<file path="src/rtl/wb_stage_pkg.sv">
// Shared pipeline constants: writeback source selects and load size/sign codes.
package wb_stage_pkg;

    // Writeback source select, as driven by the control unit.
    typedef enum logic [1:0] {
        WB_SEL_PC4  = 2'b00,
        WB_SEL_ALU  = 2'b01,
        WB_SEL_LOAD = 2'b10,
        WB_SEL_ZERO = 2'b11
    } wb_sel_e;

    // Load size/sign codes (funct3 encoding).
    typedef enum logic [2:0] {
        LD_LB  = 3'b000,
        LD_LH  = 3'b001,
        LD_LW  = 3'b010,
        LD_LBU = 3'b100,
        LD_LHU = 3'b101
    } byte_num_e;

endpackage

</file>
<file path="src/rtl/wb_stage_load_align.sv">
// Extracts and extends the addressed byte/halfword from a raw memory word.
module load_align
    import wb_stage_pkg::*;
(
    input  logic [31:0] word,
    input  logic [1:0]  offset,
    input  logic [2:0]  byte_num,
    output logic [31:0] data
);

    logic [7:0]  sel_byte;
    logic [15:0] sel_half;

    // Pick the addressed lane, then extend according to the load code.
    always_comb begin
        sel_byte = '0;
        sel_half = '0;
        data     = '0;
        case (offset)
            2'd0:    sel_byte = word[7:0];
            2'd1:    sel_byte = word[15:8];
            2'd2:    sel_byte = word[23:16];
            default: sel_byte = word[31:24];
        endcase
        sel_half = offset[1] ? word[31:16] : word[15:0];
        case (byte_num)
            LD_LB:   data = {{24{sel_byte[7]}}, sel_byte};
            LD_LH:   data = {{16{sel_half[15]}}, sel_half};
            LD_LW:   data = word;
            LD_LBU:  data = {24'h0, sel_byte};
            LD_LHU:  data = {16'h0, sel_half};
            default: data = '0;
        endcase
    end

endmodule

</file>
<file path="src/rtl/wb_stage.sv">
// Writeback stage: MEM/WB pipeline register, result select and retire counter.
module wb_stage
    import wb_stage_pkg::*;
#(
    parameter int unsigned INSTRET_W = 32
) (
    input  logic                 i_clk,
    input  logic                 i_reset,
    input  logic                 i_stall,
    input  logic                 i_flush,
    input  logic                 i_insn_vld,
    input  logic [4:0]           i_rd_addr,
    input  logic                 i_rd_wren,
    input  logic [1:0]           i_wb_sel,
    input  logic [2:0]           i_byte_num,
    input  logic [31:0]          i_alu_data,
    input  logic [31:0]          i_ld_data,
    input  logic [31:0]          i_pc_four,
    output logic [4:0]           o_rd_addr,
    output logic [31:0]          o_rd_data,
    output logic                 o_rd_wren,
    output logic                 o_insn_vld,
    output logic [INSTRET_W-1:0] o_instret
);

    logic                 vld_q;
    logic                 wr_pend_q;
    logic                 rd_wren_q;
    logic [4:0]           rd_addr_q;
    logic [1:0]           wb_sel_q;
    logic [2:0]           byte_num_q;
    logic [31:0]          alu_q;
    logic [31:0]          ld_q;
    logic [31:0]          pc4_q;
    logic [INSTRET_W-1:0] instret_q;
    logic [31:0]          ld_aligned;

    // MEM/WB register and retire counter; reset > flush > stall > load.
    // wr_pend_q lets the regfile write fire on the edge the entry first leaves
    // WB, then blocks repeats while the entry is held, keeping o_rd_wren a
    // pure register output.
    always_ff @(posedge i_clk) begin
        if (i_reset) begin
            vld_q      <= 1'b0;
            wr_pend_q  <= 1'b0;
            rd_wren_q  <= 1'b0;
            rd_addr_q  <= '0;
            wb_sel_q   <= '0;
            byte_num_q <= '0;
            alu_q      <= '0;
            ld_q       <= '0;
            pc4_q      <= '0;
            instret_q  <= '0;
        end else if (i_flush) begin
            vld_q     <= 1'b0;
            wr_pend_q <= 1'b0;
        end else if (i_stall) begin
            wr_pend_q <= 1'b0;
        end else begin
            vld_q      <= i_insn_vld;
            wr_pend_q  <= 1'b1;
            rd_wren_q  <= i_rd_wren;
            rd_addr_q  <= i_rd_addr;
            wb_sel_q   <= i_wb_sel;
            byte_num_q <= i_byte_num;
            alu_q      <= i_alu_data;
            ld_q       <= i_ld_data;
            pc4_q      <= i_pc_four;
            if (i_insn_vld) begin
                instret_q <= instret_q + INSTRET_W'(1);
            end
        end
    end

    load_align u_load_align (
        .word     (ld_q),
        .offset   (alu_q[1:0]),
        .byte_num (byte_num_q),
        .data     (ld_aligned)
    );

    // Writeback data select from the stored source code.
    always_comb begin
        o_rd_data = '0;
        case (wb_sel_q)
            WB_SEL_PC4:  o_rd_data = pc4_q;
            WB_SEL_ALU:  o_rd_data = alu_q;
            WB_SEL_LOAD: o_rd_data = ld_aligned;
            default:     o_rd_data = '0;
        endcase
    end

    assign o_rd_wren  = vld_q & rd_wren_q & (rd_addr_q != 5'd0) & wr_pend_q;
    assign o_rd_addr  = rd_addr_q;
    assign o_insn_vld = vld_q;
    assign o_instret  = instret_q;

endmodule

</file>
<file path="config.mk">
export PLATFORM = sky130hd
export DESIGN_NAME = wb_stage
export DESIGN_NICKNAME = d
export VERILOG_FILES = /design/src/rtl/wb_stage_pkg.sv /design/src/rtl/wb_stage_load_align.sv /design/src/rtl/wb_stage.sv
export SDC_FILE = /design/constraint.sdc
export NUM_CORES = 1
export LEC_CHECK = 0
export CORE_MARGIN = 2
export CORE_UTILIZATION = 50
export DETAILED_ROUTE_END_ITERATION = 12
export GPL_ROUTABILITY_DRIVEN = 0
export PLACE_DENSITY_LB_ADDON = 0.2
export SYNTH_ARGS = -nofsm -noshare
export SYNTH_HDL_FRONTEND = slang
export SYNTH_SLANG_ARGS = --single-unit
</file>
<file path="constraint.sdc">
create_clock -name i_clk -period 5.2 [get_ports i_clk]
set_input_delay 0.52 -clock i_clk [delete_from_list [all_inputs] [get_ports i_clk]]
set_output_delay 0.52 -clock i_clk [all_outputs]
set_load 0.05 [all_outputs]
</file>
==> results.py, run 1 <==
metrics = {
    "final_layout": {
        "drive_gt1_frac": 0.0705,
        "fillers": 1029,
        "layoutNonFillerInstCount": 1137,
        "post-route-cell-area_um2": 9050,
        "final_nets": 1065,
        "antenna_cells": 0,
        "postLayoutCoreUtil": 0.714,
        "area_growth_pct": 38.4,
    },
    "global_routing": {
        "grt_pass1_vias": 5909,
        "track_usage": 0.276,
        "antenna_found_initial": 0,
        "grt_max_degree": 112,
        "grt_first_pass_wirelength_um": 30800,
        "grt-ovfl-total": 0,
    },
    "clock_tree": {
        "numCtsBuffers": 17,
        "clk_pin_slew_ns": 0.06,
        "cts_htree_levels": 4,
        "cts_buffer_depth": 2,
        "clock-sinks": 141,
        "cts_tree": "yes",
        "post_cts.repair.setup_buffers": 0,
        "cts_resized": 0,
        "clkLatencyLatePin_ns": 0.41,
        "root_buffer": "clkbuf_16",
        "cts_hold_buffers": 0,
    },
    "synth": {
        "synth_top_family_by_area": "simple AND/OR/NAND/NOR gates",
        "syn_area_um2": 6540,
        "synthCells": 808,
        "ys_async_sr_fraction": 0,
        "synth-simple-area-share": 0.235,
        "synth_top_flop_cell": "dfxtp_1",
        "synth_edf_count": 0,
        "ys_seq_area_frac": 0.432,
        "synth_xor_xnor_area_share": 0.0121,
        "synth_mux_area_frac": 0.0955,
        "syn_area_per_cell_um2": 8.09,
        "synth_compound_area_frac": 0.180,
        "yosys.cell_types.count": 47,
        "syn_nets": 921,
        "synthAdderAreaFrac": 0.00191,
        "synth-seq-cells": 141,
        "yosys_warnings": 0,
    },
    "timing": {
        "whs_ns": 0.453,
        "finalCritPeriodShare": 0.765,
        "rsz0062_at_grt": "no",
        "worst_slew_pin_slew_ns": 1.11,
        "finalClockSkew_ns": 0.00410,
        "min_period_ns": 3.98,
        "slew_headroom": 0.261,
        "fin_setup_tns_ns": 0,
        "setup_viol": 0,
        "drv_slew": 0,
        "final_hold_viol_count": 0,
        "max_freq_mhz": 251,
    },
    "job": {
        "max_cap_viol_count": 0,
    },
    "setup_path": {
        "crit_type": "reg2out",
        "critical_path_arrival_ns": 3.46,
        "start_kind": "flip-flop",
        "cp_data_required_time_ns": 4.68,
        "endpoint_kind": "primary output",
        "crit_fanout": 18,
    },
    "placement": {
        "placedCellCount": 1105,
        "postPlaceCellArea_um2": 8380,
        "port_buffers": 182,
        "hpwlAfterDp_um": 13200,
    },
    "floorplanning": {
        "rows": 41,
        "chipWidth_um": 118,
        "die_area_um2": 14000,
        "coreArea_um2": 12700,
        "dieHeight_um": 118,
        "io_pins": 183,
        "start_util": 0.516,
    },
    "routing": {
        "ant_nets": 0,
        "drt_first_pass_iters": 8,
        "detail_route.wl_per_cell_um": 17.2,
        "drt_iter0_markers": 587,
        "num_vias": 6513,
        "post_drt_via_cell_ratio": 5.73,
        "wl_um": 19500,
        "drc_errors": 0,
    },
    "pwr": {
        "ir_drop_mv": 0.263,
        "powerDensity_nw_per_um2": 321,
        "p_leak_nw": 3.06,
    },
    "worst_hold_path": {
        "hp-class": "reg2reg",
    },
    "status": {
        "status": "finished clean",
    },
}
==> per-stage QoR <==
step,setup slack (ns),total power [mW]
floorplan,2.54,1.38
global placement,1.79,1.54
detailed placement,1.74,1.54
CTS,1.29,2.91
global route,1.11,2.99
finish,1.22,2.90
==> state kept, by name (all words and copies together), names as in the netlist <==
signal / count
wr_pend_q: 1
byte_num_q: 3
o_insn_vld: 1
pc4_q: 32
o_rd_addr: 5
o_instret: 32
ld_q: 32
rd_wren_q: 1
alu_q: 32
wb_sel_q: 2
==> layer usage <==
| layer | vias to the layer above | track usage | wire (um) | part of all wire |
|---|---|---|---|---|
| met5 | - | 0 | 0 | 0 |
| met4 | 0 | 0.116 | 605 | 0.031 |
| met2 | 296 | 0.413 | 8590 | 0.44 |
| met1 | 3035 | 0.377 | 8600 | 0.44 |
| li1 | 3136 | - | - | - |
| met3 | 46 | 0.0719 | 1700 | 0.087 |
==> placed cells by master, fill, tap and decap left out, drive strengths merged, types with 3 or more instances in the layout <==
master,n
a21oi,121
a221oi,8
a222oi,7
a22oi,18
and3,6
and4,5
buf,8
bufinv,6
clkbuf,21
clkdlybuf4s50,181
clkinvlp,3
dfxtp,141
inv,4
mux2,11
mux2i,32
mux4,8
nand2,229
nand3,6
nand4,13
nor2,29
nor2b,10
nor3,11
nor3b,3
nor4,4
o21ai,8
o22ai,31
o31ai,5
or2,3
or3,6
or4,5
xnor2,3
xor2,6
==> report_power, final <==
group          total [mW]  switching, mW  internal [mW]
Clock                1.38          0.457          0.923
Combinational       0.367          0.202          0.165
Sequential           1.16         0.0356           1.12
==> critical path: stages, from the launching register on <==
cell and delay (ns):
dfxtp_1 0.50, nor3b_4 0.64, or2_1 0.55, a222oi_1 0.23, o22ai_1 0.26, clkdlybuf4s50_1 0.86
==> cells by family after synthesis <==
group | count (synthesis)
adder cells (fa/ha/maj) | 1
XOR/XNOR | 9
multiplexers | 51
buffers and inverters | 68
flip-flops | 141
AND/OR/NAND/NOR | 337
AO/OA/AOI/OAI | 201
==> area by class of cell <==
type,instances,area (um2),share of cell area
multi-input combinational,599,3440,0.380
sequential,141,2820,0.312
timing repair buffer,189,1880,0.208
clock buffer,21,460,0.0509
tap,172,215,0.0238
clock inverter,11,213,0.0235
inverter,4,15.0,0.00166
==> path summary, 6_finish.rpt <==
kind / start / to / slack, ns / cells after the start
worst max-delay path: byte_num_q[1]$_SDFFE_PP0P_ / o_rd_data[7] / 1.22 / 5
worst min-delay path: alu_q[17]$_SDFFE_PP0P_ / alu_q[17]$_SDFFE_PP0P_ / 0.45 / 2
worst max register to register: o_instret[2]$_SDFFE_PP0P_ / o_instret[28]$_SDFFE_PP0P_ / 3.29 / 4
worst min register to register: alu_q[17]$_SDFFE_PP0P_ / alu_q[17]$_SDFFE_PP0P_ / 0.45 / 2
==> synthesized netlist by cell type (all sizes together) (4+ instances only) <==
cell type | instances | area, um2
a21oi | 121 | 606
a221oi | 8 | 70.1
a222oi | 7 | 70.1
a22oi | 18 | 135
and3 | 6 | 37.5
and4 | 5 | 43.8
buf | 16 | 80.1
clkbuf | 48 | 190
dfxtp | 141 | 2820
inv | 4 | 15.0
mux2 | 11 | 124
mux2i | 32 | 320
mux4 | 8 | 180
nand2 | 229 | 860
nand3 | 6 | 42.5
nand4 | 13 | 96.3
nor2 | 29 | 109
nor2b | 10 | 62.6
nor3 | 11 | 55.1
nor4 | 4 | 25.0
o21ai | 8 | 40.0
o22ai | 31 | 194
o31ai | 5 | 37.5
or3 | 6 | 37.5
or4 | 5 | 37.5
xor2 | 6 | 52.6
(Power assumes the default switching activity.)
==> run 2, diff against run 1 <==
--- a/config.mk
+++ b/config.mk
@@ -6,7 +6,7 @@
 export NUM_CORES = 1
 export LEC_CHECK = 0
 export CORE_MARGIN = 2
-export CORE_UTILIZATION = 50
+export CORE_UTILIZATION = 48
 export DETAILED_ROUTE_END_ITERATION = 12
 export GPL_ROUTABILITY_DRIVEN = 0
 export PLACE_DENSITY_LB_ADDON = 0.2
==> constraint.sdc (replaced) <==
create_clock -name i_clk -period 3.8 [get_ports i_clk]
set_input_delay 0.38 -clock i_clk [delete_from_list [all_inputs] [get_ports i_clk]]
set_output_delay 0.38 -clock i_clk [all_outputs]
set_load 0.05 [all_outputs]
==> results.py, run 2 (synthesized netlist as in run 1, its figures left out) <==
metrics = {
    "timing": {
        "fin_setup_tns_ns": 0,
        "finalCritPeriodShare": 0.864,
        "max_freq_mhz": 305,
        "whs_ns": 0.453,
        "drv_slew": 0,
        "setup_viol": 0,
        "finalClockSkew_ns": 0.00311,
        "finalWorstSetupSlack_ns": 0.516,
        "min_period_ns": 3.28,
        "rsz0062_at_grt": "no",
        "worst_slew_pin_slew_ns": 0.962,
        "final_hold_viol_count": 0,
        "slew_headroom": 0.357,
    },
    "global_routing": {
        "track_usage": 0.277,
        "top_usage_layer": "met2",
        "antenna_found_initial": 0,
        "grt_use_met2": 0.409,
        "grt_use_met3": 0.0929,
        "grt-ovfl-total": 0,
        "grt_max_degree": 109,
        "grt_first_pass_wirelength_um": 31100,
        "grt_pass1_vias": 5937,
        "use_met1": 0.371,
    },
    "floorplanning": {
        "io_pins": 183,
        "rows": 42,
        "chipWidth_um": 121,
        "coreArea_um2": 13300,
        "dieHeight_um": 121,
        "die_area_um2": 14600,
        "start_util": 0.492,
    },
    "clock_tree": {
        "cts_resized": 0,
        "cts_buffer_depth": 2,
        "cts_hold_buffers": 0,
        "post_cts.repair.setup_buffers": 0,
        "root_buffer": "clkbuf_16",
        "clkLatencyLatePin_ns": 0.43,
        "numCtsBuffers": 17,
        "cts_tree": "yes",
        "cts_htree_levels": 4,
        "clk_pin_slew_ns": 0.06,
        "clock-sinks": 141,
    },
    "final_layout": {
        "final_nets": 1066,
        "drive_gt1_frac": 0.106,
        "layoutNonFillerInstCount": 1142,
        "final_common_cell": "nand2_1",
        "postLayoutCoreUtil": 0.707,
        "antenna_cells": 0,
        "post-route-cell-area_um2": 9400,
        "area_growth_pct": 43.7,
        "final_cell_mix": "229 x nand2_1, 149 x clkdlybuf4s50_1, 140 x dfxtp_1, 121 x a21oi_1, 34 x buf_12",
    },
    "routing": {
        "num_vias": 6521,
        "drt_iter0_markers": 655,
        "drc_errors": 0,
        "detail_route.wl_per_cell_um": 17.5,
        "post_drt_via_cell_ratio": 5.71,
        "drt_first_pass_iters": 6,
        "ant_nets": 0,
        "wl_um": 20000,
    },
    "worst_hold_path": {
        "hp-class": "reg2reg",
        "worstHoldStart": "pc4_q[23]$_SDFFE_PP0P_",
    },
    "job": {
        "max_cap_viol_count": 0,
    },
    "setup_path": {
        "crit_fanout": 18,
        "cp_cell_sequence": "nor3b_4 -> or2_1 -> a222oi_1 -> o22ai_1 -> buf_12",
        "critical_path_arrival_ns": 2.90,
        "cp_data_required_time_ns": 3.42,
        "crit_type": "reg2out",
        "crit_slowest_cell": "nor3b_4",
        "crit_path_start": "byte_num_q[1]$_SDFFE_PP0P_",
        "r2r-start": "o_instret[2]$_SDFFE_PP0P_",
        "start_kind": "flip-flop",
        "endpoint_kind": "primary output",
        "cp_slowest_stage_delay_ns": 0.63,
    },
    "status": {
        "status": "finished clean",
    },
    "placement": {
        "port_buffers": 182,
        "placedCellCount": 1110,
        "postPlaceCellArea_um2": 8720,
        "pre_cts_slack_ns": 1.03,
        "hpwlAfterDp_um": 13700,
    },
    "pwr": {
        "ir_drop_mv": 0.396,
        "powerDensity_nw_per_um2": 428,
        "p_leak_nw": 3.22,
        "power.total_mw": 4.03,
    },
}
-- run 2: changes by cell type in the layout (fill, tap and decap cells not counted) --
| cell | change |
|---|---|
| clkinv_4 | +4 |
| clkbuf_1 | -1 |
| clkbuf_8 | -2 |
| clkdlybuf4s50_1 | -32 |
| buf_12 | +33 |
| clkinv_2 | -1 |
-- run 2: layout make-up --
cell class                 count  area (um2)
timing repair buffer         190        2220
sequential                   141        2820
tap                          176         220
clock inverter                14         243
clock buffer                  18         429
fill                        1061        3900
inverter                       4        15.0
multi-input combinational    599        3440
-- run 2: metal layers --
metal  wire length [um]  vias up
li1                   -     3145
met1               8620     3031
met2               8960      301
met3               1840       44
met4                606        0
met5                  0        -
-- run 2: worst paths after layout --
path / to / slack, ns / cells past startpoint
worst max-delay path: o_rd_data[2] / 0.52 / 5
worst min-delay path: pc4_q[23]$_SDFFE_PP0P_ / 0.45 / 2
worst max register to register: o_instret[28]$_SDFFE_PP0P_ / 1.86 / 4
worst min register to register: pc4_q[23]$_SDFFE_PP0P_ / 0.45 / 2
-- run 2: power breakdown --
group          switching, mW  internal [mW]  total (mW)  leakage, nW
combinational          0.288          0.269       0.556         1.76
sequential            0.0509           1.53        1.58         1.15
clock                  0.654           1.23        1.89        0.316
total                  0.992           3.03        4.03         3.22
-- run 2: critical path: cells and delay by family (launching register included) --
family / cells / cell delay [ns]
AND/OR/NAND/NOR: 2 / 1.21
AO/OA/AOI/OAI: 2 / 0.56
flip-flops: 1 / 0.52
buffers and inverters: 1 / 0.18
==> run 3, diff against run 2 <==
--- a/config.mk
+++ b/config.mk
@@ -7,6 +7,7 @@
 export LEC_CHECK = 0
 export CORE_MARGIN = 2
 export CORE_UTILIZATION = 48
+export CTS_CLUSTER_SIZE = 12
 export DETAILED_ROUTE_END_ITERATION = 12
 export GPL_ROUTABILITY_DRIVEN = 0
 export PLACE_DENSITY_LB_ADDON = 0.2
==> results of run 3 <==
Final layout, timing and power as in run 2 (identical DEF).
